`config.mk`:
```
export PLATFORM = sky130hd
export DESIGN_NAME = pipe_stall_ctrl_flat
export DESIGN_NICKNAME = d
export VERILOG_FILES = /design/src/rtl/pipe_stall_ctrl_if.sv /design/src/rtl/pipe_stall_ctrl.sv /design/src/flat_wrapper.sv
export SDC_FILE = /design/constraint.sdc
export NUM_CORES = 1
export LEC_CHECK = 0
export CORE_MARGIN = 2
export CORE_UTILIZATION = 42
export CTS_CLUSTER_DIAMETER = 40
export CTS_CLUSTER_SIZE = 16
export DETAILED_ROUTE_END_ITERATION = 6
export PLACE_DENSITY = 0.69
export SETUP_SLACK_MARGIN = 0.02
export SKIP_CTS_REPAIR_TIMING = 1
export SYNTH_ARGS = -nofsm -noshare
export SYNTH_HDL_FRONTEND = slang
export SYNTH_SLANG_ARGS = --single-unit
```
`constraint.sdc`:
```
create_clock -name clk -period 3.97 [get_ports clk]
set_input_delay 0.794 -clock clk [delete_from_list [all_inputs] [get_ports clk]]
set_output_delay 0.794 -clock clk [all_outputs]
set_load 0.05 [all_outputs]
```
`src/rtl/pipe_stall_ctrl_if.sv`:
```
// Hazard inputs and per-stage stall/flush controls exchanged between the
// pipeline datapath (master) and the central stall sequencer (slave).
interface pipe_stall_ctrl_if #(
    parameter int CNT_W = 16
);
    logic             id_ex_memRead;
    logic [4:0]       id_ex_regRt;
    logic [4:0]       if_id_regRs;
    logic [4:0]       if_id_regRt;
    logic             branch_taken;
    logic             md_start;
    logic             md_done;
    logic             pc_write;
    logic             ifid_write;
    logic             ifid_flush;
    logic             ctrl_mux;
    logic             md_go;
    logic             md_err;
    logic             md_busy;
    logic [CNT_W-1:0] stall_cycles;

    modport master (
        output id_ex_memRead, id_ex_regRt, if_id_regRs, if_id_regRt,
               branch_taken, md_start, md_done,
        input  pc_write, ifid_write, ifid_flush, ctrl_mux,
               md_go, md_err, md_busy, stall_cycles
    );

    modport slave (
        input  id_ex_memRead, id_ex_regRt, if_id_regRs, if_id_regRt,
               branch_taken, md_start, md_done,
        output pc_write, ifid_write, ifid_flush, ctrl_mux,
               md_go, md_err, md_busy, stall_cycles
    );
endinterface

```
`src/rtl/pipe_stall_ctrl.sv`:
```
// Stall/flush sequencer: merges load-use, taken-branch and mul/div wait
// hazards into PC / IF-ID / ID-EX controls, with a saturating stall counter.
module pipe_stall_ctrl #(
    parameter int MD_MAX_CYCLES = 64,
    parameter int CNT_W         = 16
) (
    input logic             clk,
    input logic             reset,
    pipe_stall_ctrl_if.slave bus
);
    localparam int                WAIT_W    = 16;
    localparam logic [WAIT_W-1:0] WAIT_LAST = WAIT_W'(MD_MAX_CYCLES - 1);

    typedef enum logic {RUN, MD_BUSY} state_t;

    state_t            state, state_nxt;
    logic [WAIT_W-1:0] wait_cnt, wait_nxt;
    logic [CNT_W-1:0]  stall_cnt;
    logic              lu;
    logic              pc_write, ifid_write, ifid_flush, ctrl_mux;
    logic              md_go, md_err, md_busy;

    function automatic logic [CNT_W-1:0] sat_inc(input logic [CNT_W-1:0] v);
        return (&v) ? v : v + CNT_W'(1);
    endfunction

    // Register 0 is hardwired, so a load targeting it never creates a hazard.
    assign lu = bus.id_ex_memRead && (bus.id_ex_regRt != 5'd0) &&
                ((bus.id_ex_regRt == bus.if_id_regRs) ||
                 (bus.id_ex_regRt == bus.if_id_regRt));

    always_ff @(posedge clk) begin
        if (reset) begin
            state     <= RUN;
            wait_cnt  <= '0;
            stall_cnt <= '0;
        end else begin
            state    <= state_nxt;
            wait_cnt <= wait_nxt;
            if (!pc_write)
                stall_cnt <= sat_inc(stall_cnt);
        end
    end

    always_comb begin
        state_nxt  = state;
        wait_nxt   = wait_cnt;
        pc_write   = 1'b0;
        ifid_write = 1'b0;
        ifid_flush = 1'b0;
        ctrl_mux   = 1'b0;
        md_go      = 1'b0;
        md_err     = 1'b0;
        md_busy    = 1'b0;
        if (!reset) begin
            unique case (state)
                RUN: begin
                    if (bus.branch_taken) begin
                        pc_write   = 1'b1;
                        ifid_write = 1'b1;
                        ifid_flush = 1'b1;
                    end else if (lu) begin
                        // one bubble; hold PC and IF/ID
                    end else if (bus.md_start) begin
                        md_go     = 1'b1;
                        ctrl_mux  = 1'b1;
                        wait_nxt  = '0;
                        state_nxt = MD_BUSY;
                    end else begin
                        pc_write   = 1'b1;
                        ifid_write = 1'b1;
                        ctrl_mux   = 1'b1;
                    end
                end
                MD_BUSY: begin
                    md_busy  = 1'b1;
                    wait_nxt = wait_cnt + WAIT_W'(1);
                    // A done arriving on the timeout cycle wins over the abort.
                    if (bus.md_done || (wait_cnt == WAIT_LAST)) begin
                        pc_write   = 1'b1;
                        ifid_write = 1'b1;
                        ctrl_mux   = 1'b1;
                        md_err     = !bus.md_done;
                        state_nxt  = RUN;
                    end
                end
            endcase
        end
    end

    assign bus.pc_write     = pc_write;
    assign bus.ifid_write   = ifid_write;
    assign bus.ifid_flush   = ifid_flush;
    assign bus.ctrl_mux     = ctrl_mux;
    assign bus.md_go        = md_go;
    assign bus.md_err       = md_err;
    assign bus.md_busy      = md_busy;
    assign bus.stall_cycles = stall_cnt;
endmodule

```
`src/flat_wrapper.sv`:
```
// flat-port wrapper written by rule: the top's interface ports become plain ports
module pipe_stall_ctrl_flat 
#(
    parameter int MD_MAX_CYCLES = 64,
    parameter int CNT_W         = 16
)
  (clk, reset, bus_id_ex_memRead, bus_id_ex_regRt, bus_if_id_regRs, bus_if_id_regRt, bus_branch_taken, bus_md_start, bus_md_done, bus_pc_write, bus_ifid_write, bus_ifid_flush, bus_ctrl_mux, bus_md_go, bus_md_err, bus_md_busy, bus_stall_cycles);
  pipe_stall_ctrl_if #(.CNT_W(CNT_W)) bus_i ();
  input logic clk;
  input logic reset;
  input wire logic [$bits(bus_i.id_ex_memRead)-1:0] bus_id_ex_memRead;
  input wire logic [$bits(bus_i.id_ex_regRt)-1:0] bus_id_ex_regRt;
  input wire logic [$bits(bus_i.if_id_regRs)-1:0] bus_if_id_regRs;
  input wire logic [$bits(bus_i.if_id_regRt)-1:0] bus_if_id_regRt;
  input wire logic [$bits(bus_i.branch_taken)-1:0] bus_branch_taken;
  input wire logic [$bits(bus_i.md_start)-1:0] bus_md_start;
  input wire logic [$bits(bus_i.md_done)-1:0] bus_md_done;
  output wire logic [$bits(bus_i.pc_write)-1:0] bus_pc_write;
  output wire logic [$bits(bus_i.ifid_write)-1:0] bus_ifid_write;
  output wire logic [$bits(bus_i.ifid_flush)-1:0] bus_ifid_flush;
  output wire logic [$bits(bus_i.ctrl_mux)-1:0] bus_ctrl_mux;
  output wire logic [$bits(bus_i.md_go)-1:0] bus_md_go;
  output wire logic [$bits(bus_i.md_err)-1:0] bus_md_err;
  output wire logic [$bits(bus_i.md_busy)-1:0] bus_md_busy;
  output wire logic [$bits(bus_i.stall_cycles)-1:0] bus_stall_cycles;
  assign bus_i.id_ex_memRead = bus_id_ex_memRead;
  assign bus_i.id_ex_regRt = bus_id_ex_regRt;
  assign bus_i.if_id_regRs = bus_if_id_regRs;
  assign bus_i.if_id_regRt = bus_if_id_regRt;
  assign bus_i.branch_taken = bus_branch_taken;
  assign bus_i.md_start = bus_md_start;
  assign bus_i.md_done = bus_md_done;
  assign bus_pc_write = bus_i.pc_write;
  assign bus_ifid_write = bus_i.ifid_write;
  assign bus_ifid_flush = bus_i.ifid_flush;
  assign bus_ctrl_mux = bus_i.ctrl_mux;
  assign bus_md_go = bus_i.md_go;
  assign bus_md_err = bus_i.md_err;
  assign bus_md_busy = bus_i.md_busy;
  assign bus_stall_cycles = bus_i.stall_cycles;
  pipe_stall_ctrl #(.MD_MAX_CYCLES(MD_MAX_CYCLES), .CNT_W(CNT_W)) u_core (.clk(clk), .reset(reset), .bus(bus_i));
endmodule
```
==> results.md, run 1 <==
* Most used DFF post-synth: dfxtp_1
* PwrDens at 292 nW/um^2
* Final Hold Vio Count at 0
* Die width at 70.9 um
* Number of global-route vias before repair at 1688
* Reg2reg setup slack at 1.48 ns
* Outcome: finished, final reports clean
* Post-synth top area share at 0.352
* Vias per cell at 5.47
* Max-cap check violation count at 0
* Post-route ant nets at 0
* Sink Count at 33
* Initial antenna violation count at 0
* Sequential Power Share at 0.462
* Post-DP HPWL at 3.19 mm
* FF-to-FF Start: u_core.wait_cnt[0]
* Top cells by count, synth: dfxtp_1, nor2_1, nand2_1
* PortBufs at 43
* Crit path launch type: primary input
* Worst Hold Class: reg -> reg
* Largest net degree at the start of global routing at 20
* Min-Delay Path Depth at 2
* Area growth from synthesis to layout at 34.7%
* Register area share after synthesis at 0.352
* Combinational group share of total power at 0.165
* Area of the multi-input gates at 1140 sq um
* Met3 GRT Util at 0.0470
* # diodes at 0
* CTS Buf Count at 5
* CP startpoint: bus_id_ex_regRt[0]
* Mapped Nets at 253
* Rel. slew slack at 0.368
* H-tree depth at 2
* Final WL at 4.24 mm
* Largest cells by area after synthesis: dfxtp_1, xor2_1, nor2_1
* GR Util met1 at 0.229
* Period utilization at 0.853
* RR Endpoint: u_core.bus.stall_cycles[10]
* Clock Skew at 0.00309 ns
* CP Data Arrival Time at 2.59 ns
* Worst-path clk slew at 0.06 ns
* Max frequency at 0.295 GHz
* TritonRoute pass-1 iters at 4
* Fraction of registers with async set/reset at 0
* Slew at the pin with the worst max-slew slack at 0.941 ns
* Starting Density at 0.435
* GP Congestion at 0.848
* GR Util met2 at 0.313
* Synth area leader: dfxtp_1
* Yosys warns at 0
* TritonCTS clock tree: done
* VDD IR max at 0.238 mV
* Sw Pwr at 0.192 mW
* Mapped Cells at 230
* Syn avg cell area at 8.17 sq um
* Routed WL per cell at 12.9 um
* Crit path capture type: primary output
* Boundary Pins at 44
* Gr ovfl total at 0
* Reg2reg path depth at 9
* Maximum clock path buffer count at 2
* Kind of critical path: in -> out
* Setup violations, final at 0
* Die Y at 70.9 um
* Clk_lat worst skew at 0.28 ns
* Most Crowded Layer GR: met2
* Reg area at 661 sq um
* Clk pwr share at 0.373
* Setup TNS at 0 ns
* RSZ-0062 raised after global routing: no
* Most frequent cell after synthesis: dfxtp_1
* Initial DRC count at 71
* First-pass GRT wire length at 7.54 mm
* Hold_sp: u_core.wait_cnt[15]
* Die Area at 5030 sq um
* Endpoint, Worst Hold: u_core.wait_cnt[15]
* Fin crit period at 3.39 ns
* Number of synthesized flops with an enable pin at 0
* FP Rows at 24
* Total core area at 4320 sq um
* DRC viols at 0
* FF+latch count, synth at 33
* Pint at 0.548 mW
* Synth Cell Area at 1880 sq um
* Share of layout cells above drive strength 1 at 0.134
* Total leakage power at 0.879 nW
* Switch share at 0.259
* Crit Path Max Fanout at 6
* Finished layout cell area at 2530 sq um
* Layout Nets at 298
* DP Area at 2430 sq um
* Final Power at 0.740 mW
* Pre-CTS setup slack at 0.586 ns
* DR vias at 1794
* Fill count at 392
* Synth unique cells at 48
* Final WS setup at 0.584 ns
* Root Buffer: clkbuf_8
* Required time of the critical path at 3.18 ns
* GR Util All Layers at 0.183
* Slew Viols, Final at 0
==> registers in the layout, summed over array words and instances, names as in the netlist <==
register	flops
u_core.bus.stall_cycles	16
u_core.wait_cnt	16
u_core.state	1
==> cells by family (layout without fill, tap and decap cells) <==
logic type / count (synthesis) / after routing / synth area share
xor+xnor: 13 / 13 / 0.0606
simple gates: 119 / 119 / 0.342
fa+ha+maj: 2 / 2 / 0.0133
buf+inv: 16 / 62 / 0.0399
compound gates: 38 / 38 / 0.140
mux: 9 / 9 / 0.0526
flops: 33 / 33 / 0.352
==> cell usage in the layout (no fill, tap or decap), types with 8 or more instances in the layout <==
cell type,n
clkdlybuf4s50_1,36
dfxtp_1,33
nor2_1,24
nand2_1,18
nand3_1,17
a21oi_1,16
xor2_1,12
nor3_1,9
nand4_1,8
nor2b_1,8
==> metal layers <==
| metal | share of wire | wire, um |
|---|---|---|
| met5 | 0 | 0 |
| met3 | 0.034 | 143 |
| met2 | 0.50 | 2110 |
| met4 | 0.0040 | 17 |
| met1 | 0.46 | 1970 |
==> power by group through the flow <==
stage	Combinational [mW]	Clock (mW)	Sequential (mW)
after global placement	0.122	0	0.349
after global routing	0.132	0.301	0.342
after CTS	0.123	0.288	0.341
after detailed placement	0.123	0	0.349
after floorplan	0.0606	0	0.356
final	0.122	0.276	0.341
==> cell type report <==
| cell class | instances | share of cell area |
|---|---|---|
| timing repair buffer | 48 | 0.213 |
| tap | 52 | 0.0257 |
| inverter | 6 | 0.00890 |
| clock inverter | 1 | 0.00198 |
| multi-input combinational | 181 | 0.452 |
| clock buffer | 7 | 0.0381 |
| sequential | 33 | 0.261 |
==> critical path, cell delays in order <==
cell             delay, ns
clkdlybuf4s50_1       0.46
or4_1                 0.57
o21ai_2               0.20
or3_4                 0.17
o211ai_4              0.10
inv_2                 0.15
buf_12                0.15
==> how the worst max path moves through the flow <==
stage	to	slack, ns	depth (start not counted)
final	bus_pc_write	0.58	7
after global routing	bus_md_go	0.43	7
after CTS	bus_pc_write	0.59	7
after detailed placement	bus_pc_write	0.59	7
after global placement	bus_md_go	0.60	7
after floorplan	bus_md_err	0.51	2
==> per-stage QoR <==
| stage | utilization | instances | hold WS [ns] |
|---|---|---|---|
| floorplan | - | 230 | 0.452 |
| global placement | 0.562 | 320 | 0.464 |
| detailed placement | 0.562 | 320 | 0.475 |
| CTS | 0.585 | 328 | 0.483 |
| global route | 0.585 | 328 | 0.503 |
| finish | 0.585 | 328 | 0.482 |
No activity file was read; power rests on OpenSTA's default activity.
==> run 2: changes to the inputs <==
GPL_TIMING_DRIVEN = 0   (was not set)
==> results.md, run 2 (synthesized netlist as in run 1, its figures left out) <==
* Die width at 70.9 um
* Die Y at 70.9 um
* Layout Utilization at 0.573
* Worst Hold Class: reg -> reg
* Required time of the critical path at 3.18 ns
* Slew at the pin with the worst max-slew slack at 0.819 ns
* Gr ovfl total at 0
* Fill count at 427
* Worst path cell trace: clkdlybuf4s50_1 -> or4_1 -> o21ai_2 -> or3_4 -> o211ai_4 -> inv_2 -> buf_2 -> buf_4 -> clkbuf_2
* Largest net degree at the start of global routing at 12
* CTS Buf Count at 5
* Boundary Pins at 44
* Number of global-route vias before repair at 1808
* Total core area at 4320 sq um
* FP Rows at 24
* DP Area at 2370 sq um
* Period utilization at 0.956
* TritonCTS clock tree: done
* Most common cell after layout, fill and taps aside: clkdlybuf4s50_1
* Post-route insts no fill at 333
* Routed WL per cell at 13.9 um
* Sink Count at 33
* Crit Path Max Fanout at 11
* Post-DP HPWL at 3.53 mm
* Area growth from synthesis to layout at 31.8%
* Slowest cell on the critical path: or4_1
* Share of layout cells above drive strength 1 at 0.121
* Final Hold Vio Count at 0
* Area of the multi-input gates at 1150 sq um
* Clk_lat worst skew at 0.29 ns
* Cell family with most CP delay: buffers and inverters
* Post-route ant nets at 0
* Root Buffer: clkbuf_8
* VDD IR max at 0.246 mV
* Most frequent cells in the layout: clkdlybuf4s50_1, dfxtp_1, nor2_1
* Initial antenna violation count at 0
* DR vias at 1858
* CP max stage delay at 0.56 ns
* Reg area at 661 sq um
* PortBufs at 43
* Finished layout cell area at 2480 sq um
* Die Area at 5030 sq um
* Max-cap check violation count at 0
* H-tree depth at 2
* Slew Viols, Final at 0
* Fin crit period at 3.80 ns
* FF-to-FF Start: u_core.bus.stall_cycles[1]
* Worst-path clk slew at 0.07 ns
* Rel. slew slack at 0.450
* Initial DRC count at 95
* Final WL at 4.64 mm
* Placed Cells at 325
* Critical path depth at 9
* Outcome: finished, final reports clean
* Maximum clock path buffer count at 2
* Vias per cell at 5.58
* GP Congestion at 0.788
* Hold_sp: u_core.wait_cnt[15]
* Crit path capture type: primary output
* CP startpoint: bus_id_ex_regRt[0]
* CP bufs+invs at 5
* # diodes at 0
* Kind of critical path: in -> out
* RSZ-0062 raised after global routing: yes
* Max frequency at 0.263 GHz
* Setup violations, final at 0
* PwrDens at 298 nW/um^2
* Starting Density at 0.435
* First-pass GRT wire length at 8.25 mm
* DRC viols at 0
* Clock Skew at 0.00658 ns
* Layout Nets at 303
* Crit path launch type: primary input
* CP Data Arrival Time at 3.00 ns
* GR Util All Layers at 0.202
* Min-Delay Path Depth at 2
* Reg2reg path depth at 6
* Total leakage power at 0.886 nW
* TritonRoute pass-1 iters at 4
==> run 2: tightest hold or removal path, cell delays in order, from the launching register on <==
cell and delay (ns):
dfxtp_1 0.33, nand3_1 0.07, a21oi_1 0.05
==> run 2: stage by stage <==
step	total power, mW	worst slack [ns]	setup TNS (ns)	hold slack, ns
after floorplan	0.416	0.511	0	0.452
after global placement	0.465	-0.358	-0.960	0.473
after detailed placement	0.466	-0.365	-0.967	0.489
after CTS	0.744	-0.362	-0.974	0.501
after global routing	0.769	-0.0248	-0.0248	0.537
final	0.737	0.175	0	0.498
==> run 2: final timing paths <==
kind | endpoint | slack, ns
worst min register to register | u_core.wait_cnt[15] | 0.50
worst max-delay path | bus_pc_write | 0.17
worst min-delay path | u_core.wait_cnt[15] | 0.50
worst max register to register | u_core.bus.stall_cycles[7] | 1.64
==> run 2: cell type report <==
| type | instances | area share |
|---|---|---|
| tap | 52 | 0.0263 |
| timing repair buffer | 43 | 0.172 |
| inverter | 6 | 0.00909 |
| clock buffer | 7 | 0.0389 |
| clock inverter | 1 | 0.00202 |
| sequential | 33 | 0.267 |
| multi-input combinational | 181 | 0.464 |
| buffer | 10 | 0.0217 |
==> run 2: routing by layer <==
metal	wire (um)	GRT usage	up-vias	part of all wire
li1	-	-	937	-
met1	2150	0.248	876	0.46
met2	2270	0.356	37	0.49
met3	180	0.0427	8	0.039
met4	53	0.0545	0	0.011
met5	0	0	-	0
==> run 2: where the power goes <==
| group | switching [mW] | total, mW | leakage [nW] | internal, mW |
|---|---|---|---|---|
| clock network | 0.123 | 0.280 | 0.0542 | 0.157 |
| registers | 0.00475 | 0.340 | 0.266 | 0.335 |
| logic | 0.0690 | 0.117 | 0.565 | 0.0483 |
| total | 0.197 | 0.737 | 0.886 | 0.540 |
